--- src/rtl/sp2x_access_ctl.sv ---
// sp2x_access_ctl
//   Access controller for a wrapped single-port RAM with a registered
//   output. It clears the whole array after reset and again on
//   init_start. It accepts host reads and writes on a req/ack handshake
//   at one access per cycle. Read data comes back with a valid strobe
//   three edges after acceptance.
//
//   Optional feature macro: RAMCTL_PARITY_EN
//     When defined, each stored word carries an even-parity bit in
//     ram_di[WIDTH]. Reads that fail the parity check raise hperr
//     together with hrvalid. When undefined, RW = WIDTH and hperr is
//     tied to 0.
//
// Ports
//   clk, rst_          clock; asynchronous active-low reset
//   init_start         pulse: re-clear the array (honoured only in READY)
//   init_done          high while the array is ready for host access
//   hreq/hwr/haddr/hwdata  host request (held until hack)
//   hack               request accepted this cycle (combinational)
//   hrvalid/hrdata     read response
//   herr               with hrvalid: read address was out of range
//   hperr              with hrvalid: parity error
//   ram_a/ram_we/ram_re/ram_di  registered RAM controls
//   ram_do             RAM registered read data
module sp2x_access_ctl #(
  parameter int ADDRBIT = 11,
  parameter int DEPTH   = 1536,
  parameter int WIDTH   = 32,
`ifdef RAMCTL_PARITY_EN
  localparam int RW     = WIDTH + 1
`else
  localparam int RW     = WIDTH
`endif
) (
  input  logic               clk,
  input  logic               rst_,
  input  logic               init_start,
  output logic               init_done,
  input  logic               hreq,
  input  logic               hwr,
  input  logic [ADDRBIT-1:0] haddr,
  input  logic [WIDTH-1:0]   hwdata,
  output logic               hack,
  output logic               hrvalid,
  output logic [WIDTH-1:0]   hrdata,
  output logic               herr,
  output logic               hperr,
  output logic [ADDRBIT-1:0] ram_a,
  output logic               ram_we,
  output logic               ram_re,
  output logic [RW-1:0]      ram_di,
  input  logic [RW-1:0]      ram_do
);

  typedef enum logic {INIT = 1'b0, READY = 1'b1} state_t;

  // One extra bit so the compare also works when DEPTH == 2**ADDRBIT.
  localparam logic [ADDRBIT:0]   DEPTH_X = (ADDRBIT+1)'(DEPTH);
  localparam logic [ADDRBIT-1:0] LAST_A  = ADDRBIT'(DEPTH - 1);

  state_t               state_q, state_d;
  logic [ADDRBIT-1:0]   cnt;
  logic                 init_last;
  logic                 in_range;

  // Read tracking: p0 is the accepted-read stage, and p1/p2 follow the
  // RAM's sample and output-register edges.
  logic                 vld_p0, vld_p1, vld_p2;
  logic                 oor_p0, oor_p1, oor_p2;

  function automatic logic [RW-1:0] encode(input logic [WIDTH-1:0] d);
`ifdef RAMCTL_PARITY_EN
    return {^d, d};
`else
    return d;
`endif
  endfunction

  assign init_last = (cnt == LAST_A);
  assign in_range  = ({1'b0, haddr} < DEPTH_X);
  assign init_done = (state_q == READY);

  // Next state and host acknowledge. init_start wins over a same-cycle
  // request.
  always_comb begin
    state_d = state_q;
    hack    = 1'b0;
    case (state_q)
      INIT: begin
        if (init_last) state_d = READY;
      end
      READY: begin
        if (init_start) state_d = INIT;
        else            hack    = hreq;
      end
      default: state_d = INIT;
    endcase
  end

  always_ff @(posedge clk or negedge rst_) begin
    if (!rst_) begin
      state_q <= INIT;
      cnt     <= '0;
      ram_a   <= '0;
      ram_we  <= 1'b0;
      ram_re  <= 1'b0;
      ram_di  <= '0;
      vld_p0  <= 1'b0;
      vld_p1  <= 1'b0;
      vld_p2  <= 1'b0;
      oor_p0  <= 1'b0;
      oor_p1  <= 1'b0;
      oor_p2  <= 1'b0;
    end else begin
      state_q <= state_d;
      // Strobes are single-cycle unless refreshed below.
      ram_we  <= 1'b0;
      ram_re  <= 1'b0;
      vld_p0  <= 1'b0;
      oor_p0  <= 1'b0;
      // p0 -> p1: RAM samples the address
      vld_p1  <= vld_p0;
      oor_p1  <= oor_p0;
      // p1 -> p2: wrapper registers the read data
      vld_p2  <= vld_p1;
      oor_p2  <= oor_p1;
      if (state_q == INIT) begin
        ram_a  <= cnt;
        ram_we <= 1'b1;
        ram_di <= '0;
        cnt    <= init_last ? '0 : cnt + 1'b1;
      end else if (init_start) begin
        cnt    <= '0;
      end else if (hack) begin
        // Out-of-range accesses are accepted but never reach the RAM.
        ram_a  <= haddr;
        ram_we <= hwr & in_range;
        ram_re <= ~hwr & in_range;
        ram_di <= encode(hwdata);
        vld_p0 <= ~hwr;
        oor_p0 <= ~in_range;
      end
    end
  end

  assign hrvalid = vld_p2;
  assign herr    = vld_p2 & oor_p2;
  assign hrdata  = (vld_p2 & ~oor_p2) ? ram_do[WIDTH-1:0] : '0;
`ifdef RAMCTL_PARITY_EN
  assign hperr   = vld_p2 & ~oor_p2 & (^ram_do);
`else
  assign hperr   = 1'b0;
`endif

endmodule

--- config.mk ---
export PLATFORM = sky130hd
export DESIGN_NAME = sp2x_access_ctl
export DESIGN_NICKNAME = d
export VERILOG_FILES = /design/src/rtl/sp2x_access_ctl.sv
export SDC_FILE = /design/constraint.sdc
export NUM_CORES = 1
export LEC_CHECK = 0
export ABC_AREA = 1
export CAP_MARGIN = 20
export CORE_MARGIN = 8
export CORE_UTILIZATION = 39
export DETAILED_ROUTE_END_ITERATION = 10
export PLACE_DENSITY = 0.89
export SYNTH_ARGS = -nofsm -noshare
export SYNTH_HDL_FRONTEND = slang
export SYNTH_SLANG_ARGS = --single-unit
--- constraint.sdc ---
create_clock -name clk -period 1.4 [get_ports clk]
set_input_delay 0.28 -clock clk [delete_from_list [all_inputs] [get_ports clk]]
set_output_delay 0.28 -clock clk [all_outputs]
set_load 0.03 [all_outputs]
==> results_dict.tcl <==
set metrics [dict create \
    cts_buffers 9 \
    die_h_um 103 \
    cp.arrival_ns 1.33 \
    antenna-diode-count 0 \
    syn_nets 385 \
    vias 2863 \
    seq_power_share_pct 52.0 \
    die_area_um2 10600 \
    wl_met3_um 1140 \
    crit_slowest_cell "dfrtp_1" \
    finalInstanceArea_um2 5320 \
    cp-start-kind "flop" \
    io_buffers 160 \
    netlist_instances 304 \
    dpl.hpwl_um 7790 \
    top_layer "met4" \
    p_leak_nw 2.49 \
    post_drt_wl_per_cell_um 17.9 \
    swShare_pct 22.5 \
    clkLatencyLatePin_ns 0.32 \
    vdd.ir_drop.worst_v 0.000529 \
    gp_congestion 0.929 \
    ant_nets 0 \
    p_comb_share_pct 9.7 \
    drc 0 \
    period_needed_ns 1.61 \
    cp_cell_sequence "inv_2 > nand2_8 > buf_12 > nor2_4 > buf_12" \
    critPathMaxFanout 8 \
    period_share_pct 115 \
    avgSynthCellArea_um2 9.66 \
    htreeDepth 3 \
    worstPathRequired_ns 1.12 \
    p_sw_w 0.000788 \
    antenna_found_initial 0 \
    power.share.clock_pct 38.3 \
    place_area_um2 4960 \
    critPathKind "flop to primary output" \
    cts_tree "built" \
    regToRegSetupSlack_ns 0.07 \
    synth_area_um2 2940 \
    cp_common_cell "buf_12" \
    overflow 0 \
    maxSlewViolCount 0 \
    endpoint_kind "primary output" \
    max-cap-violations 0 \
    core_area_um2 7290 \
    setup_viol 34 \
    drt_iter0_markers 99 \
    grt_pass1_vias 3085 \
    grt_max_degree 64 \
    ys_ff_latch 63 \
    synthDistinctLibCells 33 \
    status "complete, but fails checks" \
    violations "negative setup slack" \
    fin_ws_ns -0.210 \
    cts.sinks 63 \
    p_total_w 0.00350 \
    synth_sequential_area_ratio_pct 53.7 \
    die_w_um 103 \
    powerDensity_nw_per_um2 658 \
    rsz0062_at_grt "true" \
    first_pass_iters 4 \
    hold_viol_final 0 \
    cpPeakStageDelay_ns 0.39 \
    routed_wl_um 10600 \
    drive_gt1_share_pct 31.9 \
    start_util_pct 40.3 \
    fmax_mhz 621 \
    syn_to_final_growth_pct 81.1 \
    met2WireLength_um 5230 \
    grt_pass1_wl_um 16100 \
    fin_skew_ns 0.00718 \
    io_pins 162 \
    clock_path_buffers 2 \
    hold_path.class "flop to flop" \
    synth-edff-count 0 \
    synth_async_sr_flop_share_pct 100 \
    p_int_w 0.00271 \
    grt_use_total_pct 20.0 \
    via_per_inst 4.82 \
    path_clk_slew_ns 0.06 \
    layout.nets 571 \
    synthFlopType "dfrtp_1" \
    met1_length_um 4170 \
    synth_warnings 0 \
    row_count 31 \
    cts_root_buf "clkbuf_8" \
]
==> through the flow <==
step           util (%)  hold slack (ns)  TNS, ns  instances  setup slack, ns
6_report           73.0            0.349    -5.70        594           -0.210
5_1_grt            73.0            0.355    -8.45        594           -0.284
4_1_cts            73.2            0.353    -6.38        592           -0.220
3_5_place_dp       68.0            0.318   -11.63        569           -0.271
3_3_place_gp       68.0            0.316    -8.93        569           -0.205
2_1_floorplan         -          -0.0156        0        304           0.0405
==> sequential cells by signal, indices dropped and copies added, names as in the netlist <==
register and flops:
oor_p0 1, ram_we 1, vld_p1 1, oor_p2 1, hrvalid 1, oor_p1 1
ram_a 11, vld_p0 1, init_done 1, ram_di 32, cnt 11, ram_re 1
==> power groups by stage <==
stage	Combinational (W)	Sequential, W	Clock [W]
final	0.000338	0.00182	0.00134
after floorplan	0.0000527	0.00185	0
after CTS	0.000337	0.00182	0.00138
after detailed placement	0.000333	0.00185	0
after global placement	0.000326	0.00185	0
after global routing	0.000364	0.00182	0.00146
==> metal layers <==
metal | up-vias | track usage [%]
met2 | 145 | 35.3
met3 | 7 | 7.02
met5 | - | 0
met1 | 1354 | 22.1
li1 | 1357 | -
met4 | 0 | 5.78
==> area by class of cell <==
type | instances | area, um2
clock buffers | 12 | 145
clock inverters | 4 | 22.5
fillers | 513 | 1970
inverters | 49 | 204
multi-input cells | 178 | 1310
flip-flops and latches | 63 | 1580
well taps | 99 | 124
repair buffers | 189 | 1940
==> worst paths after layout <==
| kind | start | end | depth (start not counted) |
|---|---|---|---|
| max | oor_p2 | hrdata[16] | 5 |
| min | oor_p0 | oor_p1 | 0 |
| max in group asynchronous | rst_ | hrvalid | 3 |
| min reg2reg | oor_p0 | oor_p1 | 0 |
| min in group asynchronous | rst_ | ram_a[8] | 3 |
| max reg2reg | init_done | ram_di[31] | 7 |
==> critical path, delay by kind of cell (launching register included) <==
kind	cells	cell delay [ns]
simple gates	2	0.21
flops	1	0.39
buf+inv	3	0.40
==> kinds of logic (layout without fill, tap and decap cells) <==
kind of cell / after synthesis / in the layout / synth area share, %
DFF: 63 / 63 / 53.7
buffers and inverters: 63 / 254 / 10.9
adders and majority gates: 1 / 1 / 0.426
AOI/OAI and AO/OA: 55 / 55 / 16.1
other: 1 / 1 / 0.128
xor gates and xnor gates: 3 / 3 / 0.895
and+or+nand+nor: 118 / 118 / 17.9
==> cells in the mapped netlist, types with 2 or more instances <==
master,number,share of area [%]
a22o_1,32,9.5
buf_6,9,3.4
clkbuf_1,3,0.38
dfrtp_1,63,54
inv_1,45,5.7
nand2_1,51,6.5
nand2_2,3,0.64
nand3_1,7,1.2
nand3_2,2,0.68
nand4_1,3,0.64
nor2_1,47,6.0
o211ai_2,8,3.4
o21ai_0,4,0.68
o21ai_1,2,0.34
o21bai_1,2,0.51
o22ai_1,5,1.1
xor2_1,2,0.60
==> what timing repair did <==
| item | CTS | global route |
|---|---|---|
| resized for setup | 98 | 54 |
| hold endpoints to repair | 63 | 0 |
| setup buffers | 4 | 2 |
| gates cloned | 2 | 0 |
| pin swaps | 0 | 2 |
| hold buffers | 1 | 0 |
| endpoints found under the setup margin | 77 | 81 |
==> placed cells by master (no fill, tap or decap), drive strengths merged <==
cell           count
clkdlybuf4s50     77
buf               67
dfrtp             63
nand2             55
nor2              49
inv               48
a22o              32
clkbuf            29
clkdlybuf4s15     25
o211ai             9
nand3              9
o21ai              6
o22ai              5
clkinv             4
nand4              3
o21bai             2
xor2               2
dlygate4sd2        2
nor3b              1
o21a               1
and3               1
xnor2              1
ha                 1
conb               1
clkinvlp           1
dlygate4sd3        1
Note: power is estimated with default switching activity, not from simulation.
==> variant 1 (same settings) <==
Make the reset (`rst_`) synchronous in one clocked block. Comments in the files are not updated.
--- a/src/rtl/sp2x_access_ctl.sv
+++ b/src/rtl/sp2x_access_ctl.sv
@@ -97,7 +97,7 @@
     endcase
   end
 
-  always_ff @(posedge clk or negedge rst_) begin
+  always_ff @(posedge clk) begin
     if (!rst_) begin
       state_q <= INIT;
       cnt     <= '0;
Formal check against the unedited RTL: differs if rst_ is asserted again (counterexample within 4 cycles, from zero or initial values and one cycle with rst_ low); with rst_ held inactive, the same outputs for 10 cycles.
==> variant 1 against the original RTL <==
  * The run still ends with setup timing left
  * Sequential cell count unchanged
  * Power up 12%
  * Wire length up 17%
  * Clock skew up 0.0066 ns
  * Cell area down 1.8%
  * Global-route usage up 3.8 points
  * Area after synthesis down 5.5%
  * Setup slack better by 0.0097 ns
==> variant 1: results <==
[power_and_ir_drop]
leakage_nw = 2.11
clock_power_share_pct = 43.4
pg_clk_mw = 1.71
sw_frac_of_total_pct = 22.5
p_comb_share_pct = 10.3

[logic_synthesis]
seq_area_frac_synth_pct = 45.4
synth_fa_ha_area_share_pct = 0.451
synth.area.top_cells = "dfxtp_1 (45%), nand2_1 (16%), nor2_1 (6.8%), inv_1 (6.5%), a21oi_1 (5.6%)"
synth_cells = 393
synthesis.nets = 474
synth_common_cells = "nand2_1 (118), dfxtp_1 (63), nor2_1 (50)"
synthDistinctLibCells = 34

[cells_and_area]
nNetsFinal = 657
final_layout_size_suffix_gt1_share_pct = 27.5

[outcome]
status = "complete, but fails checks"
violations = "setup timing"

[placed_design]
post-place-ws_ns = -0.270
dp_hpwl_mm = 8.27
place_congestion = 0.833

[routing]
met3_length_mm = 1.09
wire_per_inst_um = 18.4
viasPerCell = 5.07
route.final.wire_length_mm = 12.4
drt_iter0_drc = 149
wl_met2_mm = 6.52

[critical_path]
endpoint = "hrdata[25]"
r2r_start = "cnt[1]"
critPathLaunch = "oor_p2"
r2r_end = "cnt[7]"

[hold_path]
hold_path_end = "oor_p1"
worstHoldStart = "oor_p0"
hold_depth = 2

[grt]
grt_pass1_wl_mm = 18.6
grt_start_max_net_pins = 24
grtUsageTotal_pct = 23.7
grt_pass1_vias = 3422
grt_util_met1_pct = 23.3
use_met2_pct = 44.9

[timing]
setup_tns_ns = -4.52
finalSetupViolations = 33
worst_slack_ns = -0.200
finClkSkew_ns = 0.0138

[cts]
insertion_delay_ns = 0.35
## variant 1: stage by stage
step / instance area [um2] / hold slack, ns
floorplan: 3010 / 0.352
global placement: 4780 / 0.392
detailed placement: 4780 / 0.406
CTS: 5220 / 0.421
global route: 5230 / 0.441
finish: 5230 / 0.418
## variant 1: final cells by class
cell class / count / area (um2) / area share [%]
Tap cell: 96 / 120 / 2.30
Clock buffer: 10 / 128 / 2.44
Sequential cell: 63 / 1270 / 24.3
Clock inverter: 6 / 85.1 / 1.63
Timing Repair Buffer: 193 / 1950 / 37.4
Inverter: 51 / 199 / 3.81
Multi-Input combinational cell: 258 / 1470 / 28.2
## variant 1: what timing repair did
action | 4_1_cts | 5_1_grt
endpoints found under the setup margin | 75 | 71
setup buffers | 7 | 2
gates resized for setup | 85 | 47
pin swaps | 2 | 4
cloned | 3 | 0
==> variant 2 (same flow settings) <==
Made on the original files. The parameter `WIDTH` goes from 32 to 24.
--- a/src/rtl/sp2x_access_ctl.sv
+++ b/src/rtl/sp2x_access_ctl.sv
@@ -25,7 +25,7 @@
 module sp2x_access_ctl #(
   parameter int ADDRBIT = 11,
   parameter int DEPTH   = 1536,
-  parameter int WIDTH   = 32,
+  parameter int WIDTH   = 24,
 `ifdef RAMCTL_PARITY_EN
   localparam int RW     = WIDTH + 1
 `else
Ports: changed (resized hrdata, hwdata, ram_di and ram_do); port bits go from 162 to 130. The function was not compared with the original's and may differ.
==> variant 2 against the original RTL <==
  * The run still ends with setup timing left
  * Largest cell class unchanged
  * Via count decreased by 9.8%
  * Highest routed layer unchanged
  * Area after synthesis fell by 16%
  * Wire length fell by 7.2%
  * Sequential cell count shrank 8
  * Cell area down 13%
  * Setup slack better by 0.010 ns
  * Critical endpoint is now hrdata[20]
Power is not compared: it rests on default switching activity, and its combinational part moved more than twofold at a synthesized area within 25%.
==> variant 2: results <==
[outcome]
status = "complete, but fails checks"
violations = "setup timing"

[cells_and_area]
antenna_cells = 0
nNetsFinal = 491
top_regs = "ram_di x24, cnt x11, ram_a x11"
final_layout_size_suffix_gt1_share_pct = 27.6

[grt]
grt_pass1_wl_mm = 14.0
grt_pass1_vias = 2701
grtUsageTotal_pct = 19.5
grt_start_max_net_pins = 56

[logic_synthesis]
seq_area_frac_synth_pct = 55.6
synthesis.nets = 335
synthDistinctLibCells = 24
yosys_warnings = 0
synth_common_cells = "nand2_1 (65), dfrtp_1 (55), inv_1 (38)"
synth.area.top_cells = "dfrtp_1 (56%), nand2_1 (9.8%), a22o_1 (8.5%), inv_1 (5.8%), nor2_1 (5.2%)"
async_flop_share_pct = 100
synthFlopType = "dfrtp_1"

[timing]
finClkSkew_ns = 0.0105
worst_slack_ns = -0.199
finalSetupViolations = 26

[routing]
viasPerCell = 5.13
route.final.wire_length_mm = 9.86
drt_iter0_drc = 132

[cts]
clk_pin_slew_worst_paths_ns = 0.10
htree_levels = 2
cts_setup_buffers = 8
hold_buffers = 1
cts_buffers = 5
cts_resized = 97

[placed_design]
place_congestion = 0.883
dp_hpwl_mm = 6.41
io_buffers = 128

[critical_path]
cp_slowest_cell = "dfrtp_1"
critPathMaxFanout = 5
path_delay_family = "buffers and inverters"

[power_and_ir_drop]
ir_worst_vdd_mv = 0.896

[hold_path]
hold_path.class = "reg -> reg"
-- variant 2: stage by stage --
step	instances	util, %	worst slack [ns]	setup TNS [ns]	area (um2)
finish	504	74.2	-0.199	-4.16	4630
global route	504	74.2	-0.269	-6.06	4630
CTS	503	71.2	-0.198	-3.57	4440
detailed placement	485	64.8	-0.215	-7.31	4040
global placement	485	64.8	-0.152	-5.17	4040
floorplan	270	-	-0.0248	-0.446	2540
-- variant 2: layer usage --
layer / global-route usage, % / up-vias / routed length, um
met3: 5.62 / 21 / 939
met2: 36.5 / 145 / 5140
li1: - / 1172 / -
met5: 0 / - / 0
met1: 21.1 / 1245 / 3530
met4: 4.87 / 0 / 246
-- variant 2: final timing paths --
check,start,to,slack [ns],depth (start not counted)
setup / recovery,oor_p2,hrdata[20],-0.20,5
hold / removal,vld_p0,vld_p1,0.35,0
setup reg to reg,cnt[3],cnt[5],0,6
hold reg to reg,vld_p0,vld_p1,0.35,0
max in group asynchronous,rst_,init_done,0.65,3
min in group asynchronous,rst_,ram_a[6],0.48,3
-- variant 2: cell families (layout without fill, tap and decap cells) --
logic type / after synthesis / count (layout) / synth area share, %
other cells: 1 / 1 / 0.151
simple gates: 115 / 115 / 19.3
fa+ha+maj: 1 / 1 / 0.505
buf+inv: 50 / 207 / 9.19
flops: 55 / 55 / 55.6
compound gates: 44 / 44 / 13.8
xor+xnor: 4 / 4 / 1.41
-- variant 2: report_power, final --
group          total (mW)  internal, mW  switching [mW]
clock                1.24         0.713           0.529
combinational        1.71         0.721           0.988
sequential           2.04          1.82           0.221
-- variant 2: final cells by class --
cell class	instances	area [um2]
repair buffers	159	1690
fillers	404	1610
flip-flops and latches	55	1380
multi-input cells	165	1170
inverters	40	158
well taps	77	96.3
clock buffers	5	68.8
clock inverters	3	67.6
